### src/rtl/sr_cmd_ctrl.sv
// sr_cmd_ctrl: upstream command stage for a D-based SR flip-flop.
// Turns handshaked SET/CLEAR/TOGGLE/NOP commands into single-cycle S/R
// pulses, then verifies the flip-flop's Q feedback. A failed check is
// retried up to MAX_RETRY times, after which the sticky FAIL state is held
// until err_clr is seen.
//
// Ports:
//   clock      sole clock, rising edge
//   reset      asynchronous active-low reset
//   cmd_valid  command present (accepted when cmd_ready=1)
//   cmd        00 NOP, 01 SET, 10 CLEAR, 11 TOGGLE
//   q_fb       Q of the downstream SR flip-flop
//   err_clr    leaves FAIL (ignored in other states)
//   cmd_ready  controller idle and able to accept a command
//   S, R       set / reset drive, never both high
//   done       one-cycle pulse: command complete with Q verified
//   fail       sticky: retries exhausted
module sr_cmd_ctrl #(
  parameter int unsigned MAX_RETRY = 3
) (
  input  logic       clock,
  input  logic       reset,
  input  logic       cmd_valid,
  input  logic [1:0] cmd,
  input  logic       q_fb,
  input  logic       err_clr,
  output logic       cmd_ready,
  output logic       S,
  output logic       R,
  output logic       done,
  output logic       fail
);

  localparam int unsigned CMD_W   = 2;
  localparam int unsigned RETRY_W = 3;

  localparam logic [CMD_W-1:0] CMD_NOP   = 2'b00;
  localparam logic [CMD_W-1:0] CMD_SET   = 2'b01;
  localparam logic [CMD_W-1:0] CMD_CLEAR = 2'b10;

  typedef enum logic [1:0] {
    ST_IDLE,
    ST_DRIVE,
    ST_CHECK,
    ST_FAIL
  } state_e;

  state_e               state_q, state_d;
  logic [RETRY_W-1:0]   retry_q, retry_d;
  logic                 target_q, target_d;
  logic                 ready_q, ready_d;
  logic                 s_q, s_d;
  logic                 r_q, r_d;
  logic                 done_q, done_d;
  logic                 fail_q, fail_d;
  logic                 accept;

  // Next state, retry/target bookkeeping and next registered outputs.
  always_comb begin
    state_d  = state_q;
    retry_d  = retry_q;
    target_d = target_q;
    done_d   = 1'b0;
    accept   = cmd_valid && ready_q && (state_q == ST_IDLE);

    case (state_q)
      ST_IDLE: begin
        if (accept) begin
          if (cmd == CMD_NOP) begin
            done_d = 1'b1;
          end else begin
            if (cmd == CMD_SET) begin
              target_d = 1'b1;
            end else if (cmd == CMD_CLEAR) begin
              target_d = 1'b0;
            end else begin
              target_d = ~q_fb;
            end
            retry_d = '0;
            state_d = ST_DRIVE;
          end
        end
      end
      ST_DRIVE: begin
        state_d = ST_CHECK;
      end
      ST_CHECK: begin
        if (q_fb == target_q) begin
          state_d = ST_IDLE;
          done_d  = 1'b1;
        end else if (retry_q < RETRY_W'(MAX_RETRY)) begin
          retry_d = retry_q + RETRY_W'(1);
          state_d = ST_DRIVE;
        end else begin
          state_d = ST_FAIL;
        end
      end
      ST_FAIL: begin
        if (err_clr) begin
          state_d = ST_IDLE;
        end
      end
      default: begin
        state_d = ST_IDLE;
      end
    endcase

    // Outputs follow the state being entered, so each is a clean register.
    s_d     = (state_d == ST_DRIVE) &&  target_d;
    r_d     = (state_d == ST_DRIVE) && !target_d;
    ready_d = (state_d == ST_IDLE);
    fail_d  = (state_d == ST_FAIL);
  end

  // State and output registers.
  always_ff @(posedge clock or negedge reset) begin
    if (!reset) begin
      state_q  <= ST_IDLE;
      retry_q  <= '0;
      target_q <= 1'b0;
      ready_q  <= 1'b0;
      s_q      <= 1'b0;
      r_q      <= 1'b0;
      done_q   <= 1'b0;
      fail_q   <= 1'b0;
    end else begin
      state_q  <= state_d;
      retry_q  <= retry_d;
      target_q <= target_d;
      ready_q  <= ready_d;
      s_q      <= s_d;
      r_q      <= r_d;
      done_q   <= done_d;
      fail_q   <= fail_d;
    end
  end

  assign cmd_ready = ready_q;
  assign S         = s_q;
  assign R         = r_q;
  assign done      = done_q;
  assign fail      = fail_q;

endmodule

### config.mk
export PLATFORM = sky130hd
export DESIGN_NAME = sr_cmd_ctrl
export DESIGN_NICKNAME = d
export VERILOG_FILES = /design/src/rtl/sr_cmd_ctrl.sv
export SDC_FILE = /design/constraint.sdc
export NUM_CORES = 1
export LEC_CHECK = 0
export BUFFER_PORTS_ARGS = -buffer_cell sky130_fd_sc_hd__buf_2
export CAP_MARGIN = 20
export CELL_PAD_IN_SITES_DETAIL_PLACEMENT = 1
export CELL_PAD_IN_SITES_GLOBAL_PLACEMENT = 2
export CORE_MARGIN = 4
export CORE_UTILIZATION = 35
export CTS_BUF_LIST = sky130_fd_sc_hd__clkbuf_16
export CTS_CLUSTER_DIAMETER = 100
export DETAILED_ROUTE_END_ITERATION = 12
export GPL_ROUTABILITY_DRIVEN = 0
export PLACE_DENSITY_LB_ADDON = 0.1
export SYNTH_ARGS = -nofsm -noshare
export SYNTH_HDL_FRONTEND = slang
export SYNTH_SLANG_ARGS = --single-unit
### constraint.sdc
create_clock -name clock -period 3 [get_ports clock]
set_input_delay 0.45 -clock clock [delete_from_list [all_inputs] [get_ports clock]]
set_output_delay 0.45 -clock clock [all_outputs]
set_load 0.005 [all_outputs]
# [Yosys cells after proc, flatten, opt, wreduce, memory -nomap -nowiden]
# Index checks and enable logic that the tools add are counted.
# W data, S select, Z words.
[word_totals] ff_bits=11 in_bits=7 out_inout_bits=5 word_cells=53
[classes] n_addsub=1 order_cmp=1 eq_ne=12 n_mux=20 bitwise_logic=1 n_reduce_logical=10
[ops] op="$mux W3" n=4
[ops] op="$mux W2" n=5
[ops] op="$eq A2 B2 Y1 const B" n=4
[ops] op="$mux W1" n=8
[ops] op="$ne A2 B2 Y1 const B" n=4
[ops] op="$pmux W2 S4" n=1
[ops] op="$eq A2 B1 Y1 const B" n=3
[ops] op="$logic_not A2 Y1" n=3
[ops] op="$pmux W3 S2" n=1
[ops] op="$reduce_and A5 Y1" n=1
[ops] op="$logic_and A1 B1 Y1" n=4
[ops] op="$add A3 B1 Y3 const B" n=1
[ops] op="$lt A3 B2 Y1 const B" n=1
[ops] op="$pmux W1 S2" n=1
[ops] op="$reduce_bool A2 Y1" n=1
[ops] op="$eq A1 B1 Y1" n=1
[ops] op="$logic_not A1 Y1" n=1
[ops] op="$not A1 Y1" n=1

# [Longest topological paths before layout]
# Gate-level depths: netlist of run 1.
[depth] depth_word=8 mapped_depth=5 mapped_depth_nobuf=3

# [Worst setup path before layout of run 1]
# Ideal clock, no wire load.
[synth_timing] path_kind="register to register" from="reg state_q[0]" to="reg retry_q[1]" setup_time_ns=0.122 arrival_time_ns=1.207 t_required_ns=2.878 slack_ns=1.671 stages_incl_launch_ff=6 path_buffers=2 synth_period_minus_slack_ns=1.329 path_cell_list="dfrtp_1 buf_6 nor4bb_4 buf_6 nand2_2 a32o_1"
[synth_between] elab_chain_cells=4 elab_cells_between_ends=10 cone_classes="eq/ne (5); mux (1); reduce/logical (4)"
[synth_lines] item="start: declaration" line_no="48" text="state_e state_q, state_d;"
[synth_lines] item="start signal: assignment" line_no="127" text="state_q <= state_d;"
[synth_lines] item="$logic_not A2 Y1" line_no="64, 66"
[synth_lines] item="$logic_and A1 B1 Y1" line_no="64" text="accept = cmd_valid && ready_q && (state_q == ST_IDLE);"
[synth_lines] item="$ne A2 B2 Y1 (no source line)"
[synth_lines] item="$reduce_and A5 Y1 (no source line)"
[synth_lines] item="end signal: assignment" line_no="128" text="retry_q <= retry_d;"
[synth_lines] item="end: declaration" line_no="49" text="logic [RETRY_W-1:0] retry_q, retry_d;"
# Parallel ways exist; a longest one is shown, timed or not.
# A chain may end at the register's enable or synchronous reset.

# [Worst setup path in the final report of run 1]
# Ends and elaborated chain as after synthesis.

==> results.py, run 1 <==
metrics = {
    "placed_design": {
        "dp.cells": 76,
        "io_buffers": 11,
        "place_ws_ns": 1.38,
        "place_area_sq_um": 642,
        "hpwl_um": 869,
    },
    "routing": {
        "wl_met2_um": 515,
        "top_layer_used": "met3",
        "via_count": 430,
        "met1Wirelength_um": 601,
        "antenna_left": 0,
        "drt_iter0_drc": 2,
        "vias_per_cell": 5.38,
        "drc": 0,
        "first_pass_iters": 4,
        "wl_met3_um": 69,
        "avgRoutedWirePerCell_um": 14.8,
        "wl_mm": 1.19,
    },
    "grt": {
        "overflow": 0,
        "grt.total_usage_pct": 11.0,
        "grt_pass1_wl_mm": 2.12,
        "grt_max_degree": 12,
        "grt_pass1_vias": 466,
        "antenna_found_initial": 0,
    },
    "timing": {
        "max_freq_ghz": 0.619,
        "skew_ns": 0.00279,
        "min_period_over_period_pct": 53.9,
        "rsz0062_at_grt": "false",
        "fin_setup_tns_ns": 0,
        "finalHoldViolCount": 0,
        "drv_slew": 0,
        "relSlewSlack_pct": 65.0,
        "finalSetupViolations": 0,
        "fin_crit_ns": 1.62,
        "worst_slew_pin_slew_ns": 0.525,
        "fin_ws_ns": 1.38,
        "hold_slack_ns": 0.0795,
    },
    "hold_path": {
        "hold_class": "in -> async",
    },
    "yosys": {
        "async_reset_ff_share_pct": 100,
        "synth_xor_area_share_pct": 2.76,
        "muxShareOfSynthArea_pct": 0,
        "synth_nets": 59,
        "synth_top_family_by_area": "simple AND/OR/NAND/NOR gates",
        "netlist_area_sq_um": 589,
        "synth_ff_type": "dfrtp_1",
        "ys_seq_area_share_pct": 46.7,
        "synth_top_area_share_pct": 46.7,
        "synth-seq-cells": 11,
        "synthSimpleGateAreaFrac_pct": 22.1,
        "avgSynthCellArea_sq_um": 11.6,
        "synth-warning-count": 0,
        "synthCells": 51,
        "synth_largest_area_cell": "dfrtp_1",
        "synthDistinctLibCells": 29,
        "synth_area_leaders": "dfrtp_1, nor4bb_4, buf_6",
        "synth-edff-count": 0,
        "yosys.area_share.adder_pct": 2.12,
        "synth_compound_area_share_pct": 21.9,
    },
    "power": {
        "vdd_ir_drop_max_uv": 302,
        "p_leak_nw": 0.354,
        "power_density_nw_per_um2": 1030,
    },
    "floorplanning": {
        "start_util_pct": 38.2,
        "die_y_um": 49.0,
        "rows": 14,
        "die_area_sq_um": 2400,
        "fp.dieW_um": 49.0,
        "boundaryPins": 12,
        "design.core.area_sq_um": 1540,
    },
    "critical_path": {
        "cp-end-kind": "register",
        "arrival_ns": 1.74,
        "cpMaxStageDelayCell": "nor4bb_4",
        "crit_buf_inv": 0,
        "crit_path_max_fanout": 10,
        "ff2ff_path_depth": 3,
        "worst-path-stages": 3,
        "timing.rr.start": "state_q[0]",
        "reg2reg_slack_ns": 1.38,
        "worstSetupPathType": "reg -> reg",
        "r2r-end": "retry_q[1]",
        "crit_required_ns": 3.12,
        "crit_family": "simple AND/OR/NAND/NOR gates",
        "cp_cell_sequence": "nor4bb_4 > nand2_2 > a32o_1",
        "cpPeakStageDelay_ns": 0.58,
        "start_kind": "register",
    },
    "clock_tree": {
        "clk_path_buf_depth": 2,
        "ctsHoldBuffers": 0,
        "ctsResizeCount": 0,
        "cts_tree": "yes",
        "cts-htree-levels": 1,
        "clockRootBuffer": "clkbuf_16",
        "cts_buffers": 3,
        "clock_latency_ns": 0.24,
        "clock-sinks": 11,
        "postCtsSetupBuffers": 0,
        "cts.clk_slew.worst_paths_ns": 0.04,
    },
    "finish": {
        "antenna_cells": 0,
        "fin_cells": 80,
        "nets": 73,
        "drive_above_1_share_pct": 32.8,
        "register_area_sq_um": 275,
        "area_growth_syn_to_layout_pct": 22.3,
        "multi_input_area_sq_um": 288,
        "num-fill-cells": 182,
        "stdcell_area_sq_um": 721,
    },
    "flow_run": {
        "max_cap_viol_count": 0,
    },
    "run_status": {
        "status": "finished clean",
    },
}
## cell type report
class                      count  area share [%]
clock inverter                 1           0.521
inverter                       1           0.521
multi-input combinational     37            39.9
sequential                    11            38.2
timing repair buffer          11            7.64
clock buffer                   3            10.4
tap                           16            2.78
## worst max path at each step
stage	from	slack [ns]	end
after global routing	state_q[0]	1.24	retry_q[1]
after CTS	state_q[0]	1.36	retry_q[1]
final	state_q[0]	1.38	retry_q[1]
after global placement	state_q[0]	1.42	retry_q[1]
after floorplan	state_q[0]	1.67	retry_q[1]
after detailed placement	state_q[0]	1.38	retry_q[1]
## logic make-up after synthesis
family / after synthesis
compound gates: 16
simple gates: 19
buf+inv: 3
fa+ha+maj: 1
xor+xnor: 1
flops: 11
## metrics by stage
step / total power [mW] / utilization, %
floorplan: 0.448 / -
global placement: 0.505 / 41.6
detailed placement: 0.505 / 41.6
CTS: 0.749 / 46.8
global route: 0.798 / 46.8
finish: 0.740 / 46.8
## cell usage in the layout (no fill, tap or decap), drive strengths merged, types with 2 or more instances in the layout
| master | n |
|---|---|
| buf | 11 |
| nand2 | 5 |
| a32oi | 2 |
| nand2b | 3 |
| nor2 | 2 |
| nand3b | 2 |
| and3 | 2 |
| a21o | 2 |
| clkbuf | 3 |
| a21oi | 3 |
| dfrtp | 11 |
| inv | 2 |
## synth_stat cells (2+ instances only)
cell	n
a21o_1	2
a21oi_1	2
a32oi_1	2
and3_1	2
buf_6	2
dfrtp_1	11
nand2_1	4
nand2b_1	3
nand3b_1	2
nor2_1	2
## where the power goes
group / internal [mW] / switching, mW
Sequential: 0.204 / 0.0637
Clock: 0.175 / 0.0635
Combinational: 0.119 / 0.115
Total: 0.498 / 0.242
## state kept, by name, summed over array words and instances (netlist names)
| register | cells |
|---|---|
| fail | 1 |
| done | 1 |
| R | 1 |
| cmd_ready | 1 |
| state_q | 2 |
| S | 1 |
| target_q | 1 |
| retry_q | 3 |
## routing by layer
metal / track usage (%) / up-vias
met1: 15.3 / 207
met3: 3.36 / 0
li1: - / 214
met2: 15.9 / 9
met5: 0 / -
met4: 4.04 / 0
(Power assumes the default switching activity.)
==> run 2, diff against run 1 <==
Settings changed: ABC_AREA set to 1, CORE_ASPECT_RATIO set to 0.6, CORE_UTILIZATION 35 to 26.
Clock period 3 ns to 1.3 ns, I/O delays scaled along.
==> run 2 against run 1 <==
Non-clock buffer count rose by 1. Clock power rose by 130%. Final area rose by 9.2%. Largest cell class unchanged. Highest routed layer is now met4.
==> results.py, run 2 <==
metrics = {
    "clock_tree": {
        "cts.clk_slew.worst_paths_ns": 0.04,
        "cts_buffers": 3,
        "clock-sinks": 11,
        "clk_path_buf_depth": 2,
        "postCtsSetupBuffers": 0,
        "cts_tree": "yes",
        "cts-htree-levels": 1,
        "clock_latency_ns": 0.24,
        "clockRootBuffer": "clkbuf_16",
    },
    "finish": {
        "antenna_cells": 0,
        "mostFrequentLayoutCell": "nand2_1",
        "final_cell_mix": "nand2_1, inv_1, dfrtp_1, buf_2, nor2_1",
        "area_growth_syn_to_layout_pct": 31.3,
        "largest_register_ffs": 3,
        "largestRegisters": "retry_q: 3 flops, state_q: 2 flops",
        "fin_cells": 123,
        "max_flop_register": "retry_q",
        "fin_util_pct": 36.1,
        "drive_above_1_share_pct": 24.7,
        "nets": 102,
    },
    "routing": {
        "vias_per_cell": 4.20,
        "via_count": 517,
        "wl_mm": 1.35,
        "drc": 0,
        "first_pass_iters": 4,
        "antenna_left": 0,
        "avgRoutedWirePerCell_um": 10.9,
        "drt_iter0_drc": 16,
    },
    "power": {
        "p_leak_nw": 0.435,
        "total_power_mw": 1.71,
        "p_clk_share_pct": 32.0,
        "swShare_pct": 36.8,
        "power_frac_comb_pct": 34.4,
        "p_int_mw": 1.08,
        "power_density_nw_per_um2": 2170,
        "p_sw_mw": 0.629,
        "vdd_ir_drop_max_uv": 634,
        "pwr-share-seq_pct": 33.6,
    },
    "yosys": {
        "synth_nets": 85,
        "synth_area_leaders": "dfrtp_1, nand2_1, inv_1",
        "synth-seq-cells": 11,
        "synth_ff_type": "dfrtp_1",
        "netlist_area_sq_um": 599,
        "synth-warning-count": 0,
        "avgSynthCellArea_sq_um": 7.78,
        "synth-edff-count": 0,
        "synth_largest_area_cell": "dfrtp_1",
        "synth.most_common_cell": "nand2_1",
        "ys_seq_area_share_pct": 45.9,
        "async_reset_ff_share_pct": 100,
        "synthCells": 77,
        "yosys-top-cells-count": "nand2_1, dfrtp_1, inv_1",
        "synth_top_area_share_pct": 45.9,
        "synthDistinctLibCells": 17,
    },
    "critical_path": {
        "startpoint": "state_q[1]",
        "setup.worst_path.end": "R",
        "crit_path_max_fanout": 6,
        "ff2ff_path_depth": 5,
        "crit_required_ns": 1.42,
        "r2r-end": "R",
        "reg2reg_slack_ns": 0.13,
        "arrival_ns": 1.29,
        "timing.rr.start": "state_q[1]",
        "cp-end-kind": "register",
        "worstSetupPathType": "reg -> reg",
        "start_kind": "register",
    },
    "grt": {
        "grt.total_usage_pct": 10.5,
        "overflow": 0,
        "grt_pass1_wl_mm": 2.53,
        "grt_max_degree": 12,
        "antenna_found_initial": 0,
        "grt_pass1_vias": 540,
    },
    "timing": {
        "skew_ns": 0.00222,
        "min_period_over_period_pct": 90.3,
        "relSlewSlack_pct": 82.7,
        "max_freq_ghz": 0.851,
        "finalHoldViolCount": 0,
        "worst_slew_pin_slew_ns": 0.260,
        "drv_slew": 0,
        "fin_crit_ns": 1.17,
        "rsz0062_at_grt": "true",
        "finalSetupViolations": 0,
    },
    "floorplanning": {
        "boundaryPins": 12,
        "die_y_um": 45.2,
        "die_area_sq_um": 3160,
        "rows": 13,
        "fp.dieW_um": 70.0,
        "design.core.area_sq_um": 2180,
        "start_util_pct": 27.5,
    },
    "flow_run": {
        "max_cap_viol_count": 0,
    },
    "placed_design": {
        "io_buffers": 11,
        "hpwl_mm": 1.15,
        "dp.cells": 118,
    },
    "run_status": {
        "status": "finished clean",
    },
    "hold_path": {
        "hold_class": "in -> reg",
    },
}
[run 2: worst min-delay path by stage]
| stage | from | endpoint | cells past startpoint | slack (ns) |
|---|---|---|---|---|
| after floorplan | reset | R | 0 | -0.10 |
| final | cmd[0] | done | 4 | 0.25 |
| after detailed placement | reset | cmd_ready | 1 | 0.08 |
| after global placement | reset | state_q[1] | 1 | 0.09 |
| after global routing | err_clr | fail | 4 | 0.29 |
| after CTS | cmd[0] | done | 4 | 0.26 |
[run 2: cells by family (layout without fill, tap and decap cells)]
logic type                 count (synthesis)  after routing  share of synthesized area [%]
AOI/OAI and AO/OA                          6              6                           7.31
adders and majority gates                  1              1                           2.09
and+or+nand+nor                           46             46                           36.5
buffers and inverters                     13             29                           8.14
DFF                                       11             11                           45.9
[run 2: power by group through the flow]
stage,Sequential [mW],Combinational (mW),Clock (mW)
2_1_floorplan,0.556,0.411,0
5_1_grt,0.594,0.686,0.585
3_5_place_dp,0.570,0.583,0
4_1_cts,0.569,0.590,0.562
3_3_place_gp,0.574,0.588,0
6_report,0.575,0.588,0.546
[run 2: cell type report]
class,instances,area [sq um]
fillers,269,1390
multi-input cells,53,282
flip-flops and latches,11,275
clock buffers,3,75.1
repair buffers,12,65.1
inverters,13,48.8
well taps,30,37.5
clock inverters,1,3.75
[run 2: metrics by stage]
step / setup WS [ns] / hold slack (ns) / cell area, sq um / TNS [ns]
6_report: 0.125 / 0.251 / 787 / 0
3_5_place_dp: 0.110 / 0.0824 / 692 / 0
5_1_grt: -0.00232 / 0.287 / 787 / -0.00232
2_1_floorplan: 0.249 / -0.101 / 599 / 0
3_3_place_gp: 0.0971 / 0.0852 / 692 / 0
4_1_cts: 0.0833 / 0.263 / 781 / 0
[run 2: metal layers]
metal,global-route usage [%],part of all wire (%),up-vias
li1,-,-,271
met1,14.9,57,233
met2,14.3,37,11
met3,4.44,5.8,2
met4,3.44,0.59,0
met5,0,0,-
[run 2: repair_timing]
| item | 4_1_cts | 5_1_grt |
|---|---|---|
| endpoints found under the setup margin | 0 | 2 |
| hold endpoints to repair | 11 | 0 |
| resized for setup | 0 | 1 |
| hold buffers | 1 | 0 |
[run 2: worst max-delay path, stage by stage, from the launching register on]
cell,delay [ns]
dfrtp_1,0.48
inv_2,0.09
nor2_4,0.17
nand3_4,0.12
nand3_1,0.15
nor2_1,0.06
